$ cat src/rtl/rx_frame_sequencer.sv
// rx_frame_sequencer
// Receive-side frame sequencer for the 10G MAC rx engine. It follows each frame
// from start-of-frame to terminator, counts 64-bit data words in frame_cnt for
// the length/type checker, waits out the checker pipeline, then issues exactly
// one good_frame or bad_frame strobe with a reason code in frame_status.
//
// Optional feature: define RX_FRAME_STATS_EN to build the saturating 16-bit
// good/bad frame statistics counters. Without it good_count and bad_count are
// tied to zero.
module rx_frame_sequencer #(
    parameter int TP    = 1,
    parameter int CNT_W = 12
) (
    input  logic             rxclk,
    input  logic             reset,
    input  logic             start_da,
    input  logic             data_valid,
    input  logic             get_terminator,
    input  logic [2:0]       terminator_location,
    input  logic             code_error,
    input  logic             length_error,
    output logic [CNT_W-1:0] frame_cnt,
    output logic             frame_busy,
    output logic             good_frame,
    output logic             bad_frame,
    output logic [2:0]       frame_status,
    output logic [15:0]      good_count,
    output logic [15:0]      bad_count
);

    typedef enum logic [2:0] {
        S_IDLE,
        S_DATA,
        S_CHK1,
        S_CHK2,
        S_REPORT
    } state_t;

    localparam logic [CNT_W-1:0] CNT_MAX = '1;

    localparam logic [2:0] ST_GOOD   = 3'd0;
    localparam logic [2:0] ST_LENGTH = 3'd1;
    localparam logic [2:0] ST_CODE   = 3'd2;
    localparam logic [2:0] ST_TRUNC  = 3'd3;

    state_t           r_state;
    logic [CNT_W-1:0] r_frame_cnt;
    logic             r_frame_busy;
    logic             r_good_frame;
    logic             r_bad_frame;
    logic [2:0]       r_frame_status;
    logic             r_code_err;

    // terminator_location only passes by on its way to the checker, and TP is a
    // simulation-delay parameter with no meaning in synthesizable logic.
    logic w_unused;
    assign w_unused = ^{terminator_location, 1'(TP)};

    // Frame state machine: word counting, sticky code error and the report strobe.
    always_ff @(posedge rxclk) begin
        // NOTE: reset is sampled on the clock edge, so it sits inside the
        // clocked block rather than in the sensitivity list.
        if (!reset) begin
            r_state        <= S_IDLE;
            r_frame_cnt    <= '0;
            r_frame_busy   <= 1'b0;
            r_good_frame   <= 1'b0;
            r_bad_frame    <= 1'b0;
            r_frame_status <= ST_GOOD;
            r_code_err     <= 1'b0;
        end else begin
            // NOTE: strobes default low every cycle so they last exactly one
            // cycle; all state uses non-blocking assignment so every branch
            // sees the pre-edge values.
            r_good_frame <= 1'b0;
            r_bad_frame  <= 1'b0;

            case (r_state)
                S_IDLE: begin
                    // The start_da word is the first data word of the frame.
                    if (start_da) begin
                        r_frame_cnt  <= {{(CNT_W-1){1'b0}}, data_valid};
                        r_code_err   <= 1'b0;
                        r_frame_busy <= 1'b1;
                        r_state      <= S_DATA;
                    end
                end

                S_DATA: begin
                    if (get_terminator) begin
                        // Terminator word is not counted; frame_cnt freezes here.
                        if (code_error) begin
                            r_code_err <= 1'b1;
                        end
                        r_state <= S_CHK1;
                    end else if (start_da) begin
                        // A new start before the terminator truncates this frame;
                        // the new frame is dropped.
                        r_bad_frame    <= 1'b1;
                        r_frame_status <= ST_TRUNC;
                        r_state        <= S_REPORT;
                    end else begin
                        if (data_valid && (r_frame_cnt != CNT_MAX)) begin
                            r_frame_cnt <= r_frame_cnt + 1'b1;
                        end
                        if (code_error) begin
                            r_code_err <= 1'b1;
                        end
                    end
                end

                S_CHK1: begin
                    // Checker captures the terminator location this cycle.
                    r_state <= S_CHK2;
                end

                S_CHK2: begin
                    // length_error is valid at the end of this cycle.
                    r_state <= S_REPORT;
                    if (r_code_err) begin
                        r_bad_frame    <= 1'b1;
                        r_frame_status <= ST_CODE;
                    end else if (length_error) begin
                        r_bad_frame    <= 1'b1;
                        r_frame_status <= ST_LENGTH;
                    end else begin
                        r_good_frame   <= 1'b1;
                        r_frame_status <= ST_GOOD;
                    end
                end

                S_REPORT: begin
                    r_frame_busy   <= 1'b0;
                    r_frame_status <= ST_GOOD;
                    r_state        <= S_IDLE;
                end

                default: begin
                    r_frame_busy <= 1'b0;
                    r_state      <= S_IDLE;
                end
            endcase
        end
    end

    assign frame_cnt    = r_frame_cnt;
    assign frame_busy   = r_frame_busy;
    assign good_frame   = r_good_frame;
    assign bad_frame    = r_bad_frame;
    assign frame_status = r_frame_status;

`ifdef RX_FRAME_STATS_EN
    logic [15:0] r_good_count;
    logic [15:0] r_bad_count;

    // Saturating frame statistics, bumped on the report strobe.
    always_ff @(posedge rxclk) begin
        if (!reset) begin
            r_good_count <= '0;
            r_bad_count  <= '0;
        end else if (r_state == S_REPORT) begin
            if (r_good_frame && (r_good_count != 16'hFFFF)) begin
                r_good_count <= r_good_count + 16'd1;
            end
            if (r_bad_frame && (r_bad_count != 16'hFFFF)) begin
                r_bad_count <= r_bad_count + 16'd1;
            end
        end
    end

    assign good_count = r_good_count;
    assign bad_count  = r_bad_count;
`else
    assign good_count = '0;
    assign bad_count  = '0;
`endif

endmodule

$ cat config.mk
export PLATFORM = sky130hd
export DESIGN_NAME = rx_frame_sequencer
export DESIGN_NICKNAME = d
export VERILOG_FILES = /design/src/rtl/rx_frame_sequencer.sv
export SDC_FILE = /design/constraint.sdc
export NUM_CORES = 1
export LEC_CHECK = 0
export ABC_AREA = 1
export CAP_MARGIN = 20
export CELL_PAD_IN_SITES_DETAIL_PLACEMENT = 1
export CELL_PAD_IN_SITES_GLOBAL_PLACEMENT = 2
export CORE_UTILIZATION = 22
export DETAILED_ROUTE_END_ITERATION = 7
export GPL_ROUTABILITY_DRIVEN = 0
export PLACE_DENSITY = 0.84
export SLEW_MARGIN = 10
export SYNTH_ARGS = -nofsm -noshare
export SYNTH_HDL_FRONTEND = slang
export SYNTH_SLANG_ARGS = --single-unit
$ cat constraint.sdc
create_clock -name rxclk -period 1.52 [get_ports rxclk]
set_input_delay 0.304 -clock rxclk [delete_from_list [all_inputs] [get_ports rxclk]]
set_output_delay 0.304 -clock rxclk [all_outputs]
set_load 0.01 [all_outputs]
Word level (Yosys, flattened, before mapping)
Index checks and enable logic that the tools add are counted.
{"block": "word_totals", "regBits": 22}
{"block": "classes", "add_sub_neg": 1, "eq_ne": 12, "mux": 27, "bitwise": 3, "n_reduce_logical": 11}
{"op": "12-bit 2-to-1 mux", "n": 4}
{"op": "12-bit one-hot mux with 2 select lines", "n": 1}
{"op": "3-bit 2-to-1 mux", "n": 5}
{"op": "12-bit by 1-bit adder with 12-bit output, second input constant", "n": 1}
{"op": "12-bit inequality test, second input constant", "n": 1}
{"op": "3-bit one-hot mux with 4 select lines", "n": 1}
{"op": "1-bit 2-to-1 mux", "n": 11}
{"op": "2-bit inequality test, second input constant", "n": 5}
{"op": "3-bit one-hot mux with 3 select lines", "n": 1}
{"op": "3-bit by 2-bit == test with 1-bit output, second input constant", "n": 2}
{"op": "3-bit inequality test, second input constant", "n": 2}
{"op": "1-bit one-hot mux with 2 select lines", "n": 3}
{"op": "3-bit AND reduction", "n": 2}
{"op": "3-bit OR reduction", "n": 2}
{"op": "5-bit AND reduction", "n": 1}
{"op": "2-bit AND reduction", "n": 2}
{"op": "3-bit by 1-bit == test with 1-bit output, second input constant", "n": 1}
{"op": "3-bit == test, second input constant", "n": 1}
{"op": "3-bit logical NOT", "n": 1}
{"op": "1-bit NOT", "n": 3}
{"op": "3-bit nonzero test", "n": 1}
{"op": "2-bit 2-to-1 mux", "n": 1}
{"op": "2-bit nonzero test", "n": 1}
{"op": "1-bit logical AND", "n": 1}

Longest topological paths before layout
Gate-level depths: netlist (run 1).
{"block": "logic_depth", "depth_word": 6, "mapped_depth": 10, "depth_no_buf": 10}

Least setup slack after synthesis (run 1)
Ideal clock, no wire load.
{"block": "synth_path", "path_kind": "register -> register", "start": "reg r_frame_cnt[0] (netlist: frame_cnt[0])", "end": "reg r_frame_cnt[7] (netlist: frame_cnt[7])", "arrival_ps": 1380, "t_required_ps": 1456, "path_slack_ps": 76, "stages_incl_launch_ff": 11, "path_buffers": 1, "period_less_slack_ps": 1444, "cell_sequence": "dfxtp_1 ha_1 nand2_2 nor2_1 nand3_1 nand2_1 nand2_2 buf_6 nand3_1 nand2_1 nor2_1"}
{"block": "synth_via", "elab_chain_len": 5, "elab_cells_between_ends": 9, "classes_between": "1 x add/sub; 2 x eq/ne; 4 x mux; 2 x reduce/logical"}
{"element": "start, declared", "line": "47", "source": "logic [CNT_W-1:0] r_frame_cnt;"}
{"element": "start signal, assigned", "line": "82", "source": "r_frame_cnt <= {{(CNT_W-1){1'b0}}, data_valid};"}
{"element": "start signal, assigned", "line": "104", "source": "r_frame_cnt <= r_frame_cnt + 1'b1;"}
{"element": "12-bit by 1-bit adder with 12-bit output", "line": "104"}
{"element": "12-bit 2-to-1 mux", "line": "103", "source": "if (data_valid && (r_frame_cnt != CNT_MAX)) begin"}
{"element": "12-bit 2-to-1 mux", "line": "96", "source": "end else if (start_da) begin"}
{"element": "12-bit 2-to-1 mux", "line": "90", "source": "if (get_terminator) begin"}
{"element": "12-bit one-hot mux with 2 select lines", "line": "78", "source": "case (r_state)"}
Parallel ways exist; a longest one is shown, timed or not. The select of a mux whose other input is x is not followed.
A chain may end at the register's enable or synchronous reset.

Worst setup path after layout (run 1)
{"block": "layout_path", "start": "reg r_state[0]", "end": "reg r_frame_cnt[3] (netlist: frame_cnt[3])"}
{"block": "layout_via", "elab_chain_len": 3, "elab_cells_between_ends": 9, "classes_between": "5 x eq/ne; 1 x mux; 3 x reduce/logical"}
{"element": "start, declared", "line": "46", "source": "state_t r_state;"}
{"element": "start signal, assigned", "line": "64", "source": "r_state <= S_IDLE;"}
{"element": "start signal, assigned", "line": "85", "source": "r_state <= S_DATA;"}
{"element": "start signal, assigned", "line": "95", "source": "r_state <= S_CHK1;"}
{"element": "3-bit by 1-bit == test with 1-bit output / 3-bit logical NOT (equally long branches)", "line": "78"}
{"element": "2-bit inequality test (no line) / 2-bit nonzero test (equally long branches)"}
{"element": "5-bit AND reduction (no line)"}
Parallel ways exist; a longest one is shown, timed or not.

==> results of run 1 <==
==> path summary, 6_finish.rpt <==
| kind | start | endpoint | slack [ns] | depth (start not counted) |
|---|---|---|---|---|
| min | start_da | frame_busy | 0.46 | 3 |
| max reg2reg | r_state[0] | frame_cnt[3] | 0.06 | 9 |
| max | r_state[0] | frame_cnt[3] | 0.06 | 9 |
| min reg2reg | frame_status[1] | frame_status[1] | 0.48 | 2 |
==> cell type report <==
class	count	share of cell area, %
Multi-Input combinational cell	181	43.7
Timing Repair Buffer	53	23.8
Sequential cell	21	20.2
Tap cell	96	5.67
Inverter	25	4.43
Clock buffer	3	1.95
Clock inverter	1	0.236
==> logic make-up (layout without fill, tap and decap cells) <==
kind of cell	count (synthesis)	count (layout)	share of synthesized area, %
other	1	33	0.243
adder cells (fa/ha/maj)	1	1	0.810
AO/OA/AOI/OAI	18	18	6.72
flip-flops	21	21	27.2
AND/OR/NAND/NOR	129	129	40.2
buffers and inverters	62	82	24.8
==> where the power goes <==
group	internal (mW)	switching, mW
registers	0.618	0.0502
logic	0.424	0.504
clock network	0.183	0.207
total	1.22	0.761
==> stage by stage <==
stage / util, % / setup WS (ns) / TNS [ns] / instances
6_report: 31.2 / 0.0632 / 0 / 380
5_1_grt: 31.2 / -0.0348 / -0.129 / 380
4_1_cts: 29.5 / 0.00134 / 0 / 377
3_5_place_dp: 29.0 / -0.226 / -2.31 / 373
3_3_place_gp: 29.0 / -0.177 / -1.88 / 373
2_1_floorplan: - / 0.0764 / 0 / 264
==> what timing repair did <==
action | 4_1_cts | 5_1_grt
gates resized for setup | 11 | 22
cloned | 0 | 1
buffers inserted | 0 | 2
endpoints found under the setup margin | 11 | 14
pin swaps | 0 | 4
==> synth_stat cells, types with 2 or more instances <==
master    n  area share (%)
nor2_1   31             7.5
dfxtp_1  21              27
or2_2     2            0.81
buf_2     2            0.65
o21ai_0   5             1.6
inv_1    20             4.9
nand2_4   3             2.2
nor3_1    4             1.3
a21oi_1   9             2.9
nand2_1  50              12
nand3_1  25             8.1
inv_2     4            0.97
nand2_2   4             1.6
buf_4    33              16
nand3_2   5             3.2
==> flip-flops by register name (all words and copies together) (netlist names) <==
name          flops
frame_busy        1
frame_cnt        12
bad_frame         1
frame_status      2
r_state           3
good_frame        1
r_code_err        1
==> layer usage <==
metal | vias up | share of wire, % | track usage [%]
li1 | 769 | - | -
met1 | 704 | 46 | 13.6
met2 | 32 | 50 | 19.6
met3 | 2 | 2.9 | 2.41
met4 | 0 | 0.83 | 3.64
met5 | - | 0 | 0
==> critical path, stage by stage, from the launching register on <==
cell and delay, ns:
dfxtp_2 0.36, inv_2 0.05, nor2_4 0.16, nand2_4 0.09, nand2_4 0.07, nand2_4 0.06
nor2_8 0.20, clkbuf_16 0.18, nand3_2 0.08, a21oi_1 0.14
==> impl_metrics.csv, run 1 <==
group,metric,value,unit
global_routing,grt_pass1_wl,6440,µm
timing,finalSetupViolCount,0,
floorplanning,row_count,30,
global_routing,grt-ovfl-total,0,
synthesis,avgSynthCellArea,6.66,µm²
detailed_routing,drt_iter0_drc,53,
pwr,pwr_density_cell,937,nW/µm²
timing,whs,0.456,ns
worst_setup_path,endpoint_kind,"flip-flop",
synthesis,ys_seq_area_share,27.2,%
final_layout,antennaDiodeCount,0,
synthesis,yosys_register_bits,21,
detailed_routing,drt_drc_violations_left,0,
floorplanning,core_area,6790,µm²
worst_setup_path,required,1.72,ns
cts,holdBufCountCts,0,
floorplanning,initial_utilization,22.7,%
final_layout,final_common_cell,"nand2_1",
cts,cts_inserted_buffers,3,
timing,rsz0062_at_grt,"yes",
worst_setup_path,crit_type,"flip-flop to flip-flop",
floorplanning,die_x,85.8,µm
outcome,outcome,"complete, no violations",
detailed_routing,vias_per_cell,3.97,
cts,clockRootBuffer,"clkbuf_8",
cts,clk_path_buf_depth,2,
synthesis,ys_async_sr_fraction,0,%
pwr,vdd_ir_drop_max,0.000295,V
global_routing,grt_pass1_vias,1408,
synthesis,netlist_area,1550,µm²
detailed_routing,ant_nets,0,
place,placed_cell_area,1970,µm²
final_layout,layout-drive-gt1-share,24.6,%
synthesis,netlist_instances,232,
synthesis,ys_types,29,
timing,finalCriticalPeriod,1.46,ns
global_routing,antenna_found_initial,0,
timing,maxSlewViolCount,0,
floorplanning,dieHeight,85.8,µm
worst_setup_path,critPathLaunchType,"flip-flop",
final_layout,final_area,2120,µm²
synthesis,yosysWarnings,0,
worst_setup_path,worstPathArrival,1.66,ns
detailed_routing,wirelength,4110,µm
timing,finalCritPeriodShare,95.8,%
place,hpwl,3130,µm
cts,clkTransAtPathRegs,0.08,ns
global_routing,grt_start_max_net_pins,13,
global_routing,grt.total_usage,11.2,%
floorplanning,die_area,7360,µm²
final_layout,multi_input_area,926,µm²
synthesis,synth_edf_count,0,
synthesis,synth_ff_type,"dfxtp_1",
cts,cts_tree,"built",
final_layout,final_cell_mix,"49 x nand2_1, 33 x conb_1, 26 x buf_4",
final_layout,synthToLayoutAreaGrowth,37.2,%
final_layout,nets,296,
job,drv_cap,0,
pwr,leakagePower,1.02,nW
cts,ctsHtreeMaxLevel,1,
cts,clkLatencyLatePin,0.27,ns
timing,fmax,686,MHz
min_path,hold_class,"primary input to flip-flop",
timing,hold_viol,0,
place,io_buffers,23,
timing,finalClockSkew,0.00777,ns
detailed_routing,vias,1507,
worst_setup_path,path_max_fanout,5,
pwr,p_total,1.99,mW
detailed_routing,drtPass1Iterations,4,
detailed_routing,wire_per_inst,10.8,µm
floorplanning,io_pins,60,
final_layout,num-fill-cells,857,
final_layout,regArea,428,µm²
cts,cts.sinks,21,
Note: power is estimated with default switching activity, not from simulation.
==> run 2: changes to the inputs <==
--- a/config.mk
+++ b/config.mk
@@ -13,7 +13,6 @@
 export DETAILED_ROUTE_END_ITERATION = 7
 export GPL_ROUTABILITY_DRIVEN = 0
 export PLACE_DENSITY = 0.84
-export SLEW_MARGIN = 10
 export SYNTH_ARGS = -nofsm -noshare
 export SYNTH_HDL_FRONTEND = slang
 export SYNTH_SLANG_ARGS = --single-unit
==> results of run 2 <==
Same layout as run 1: the final DEF is identical, and so are final timing and power.
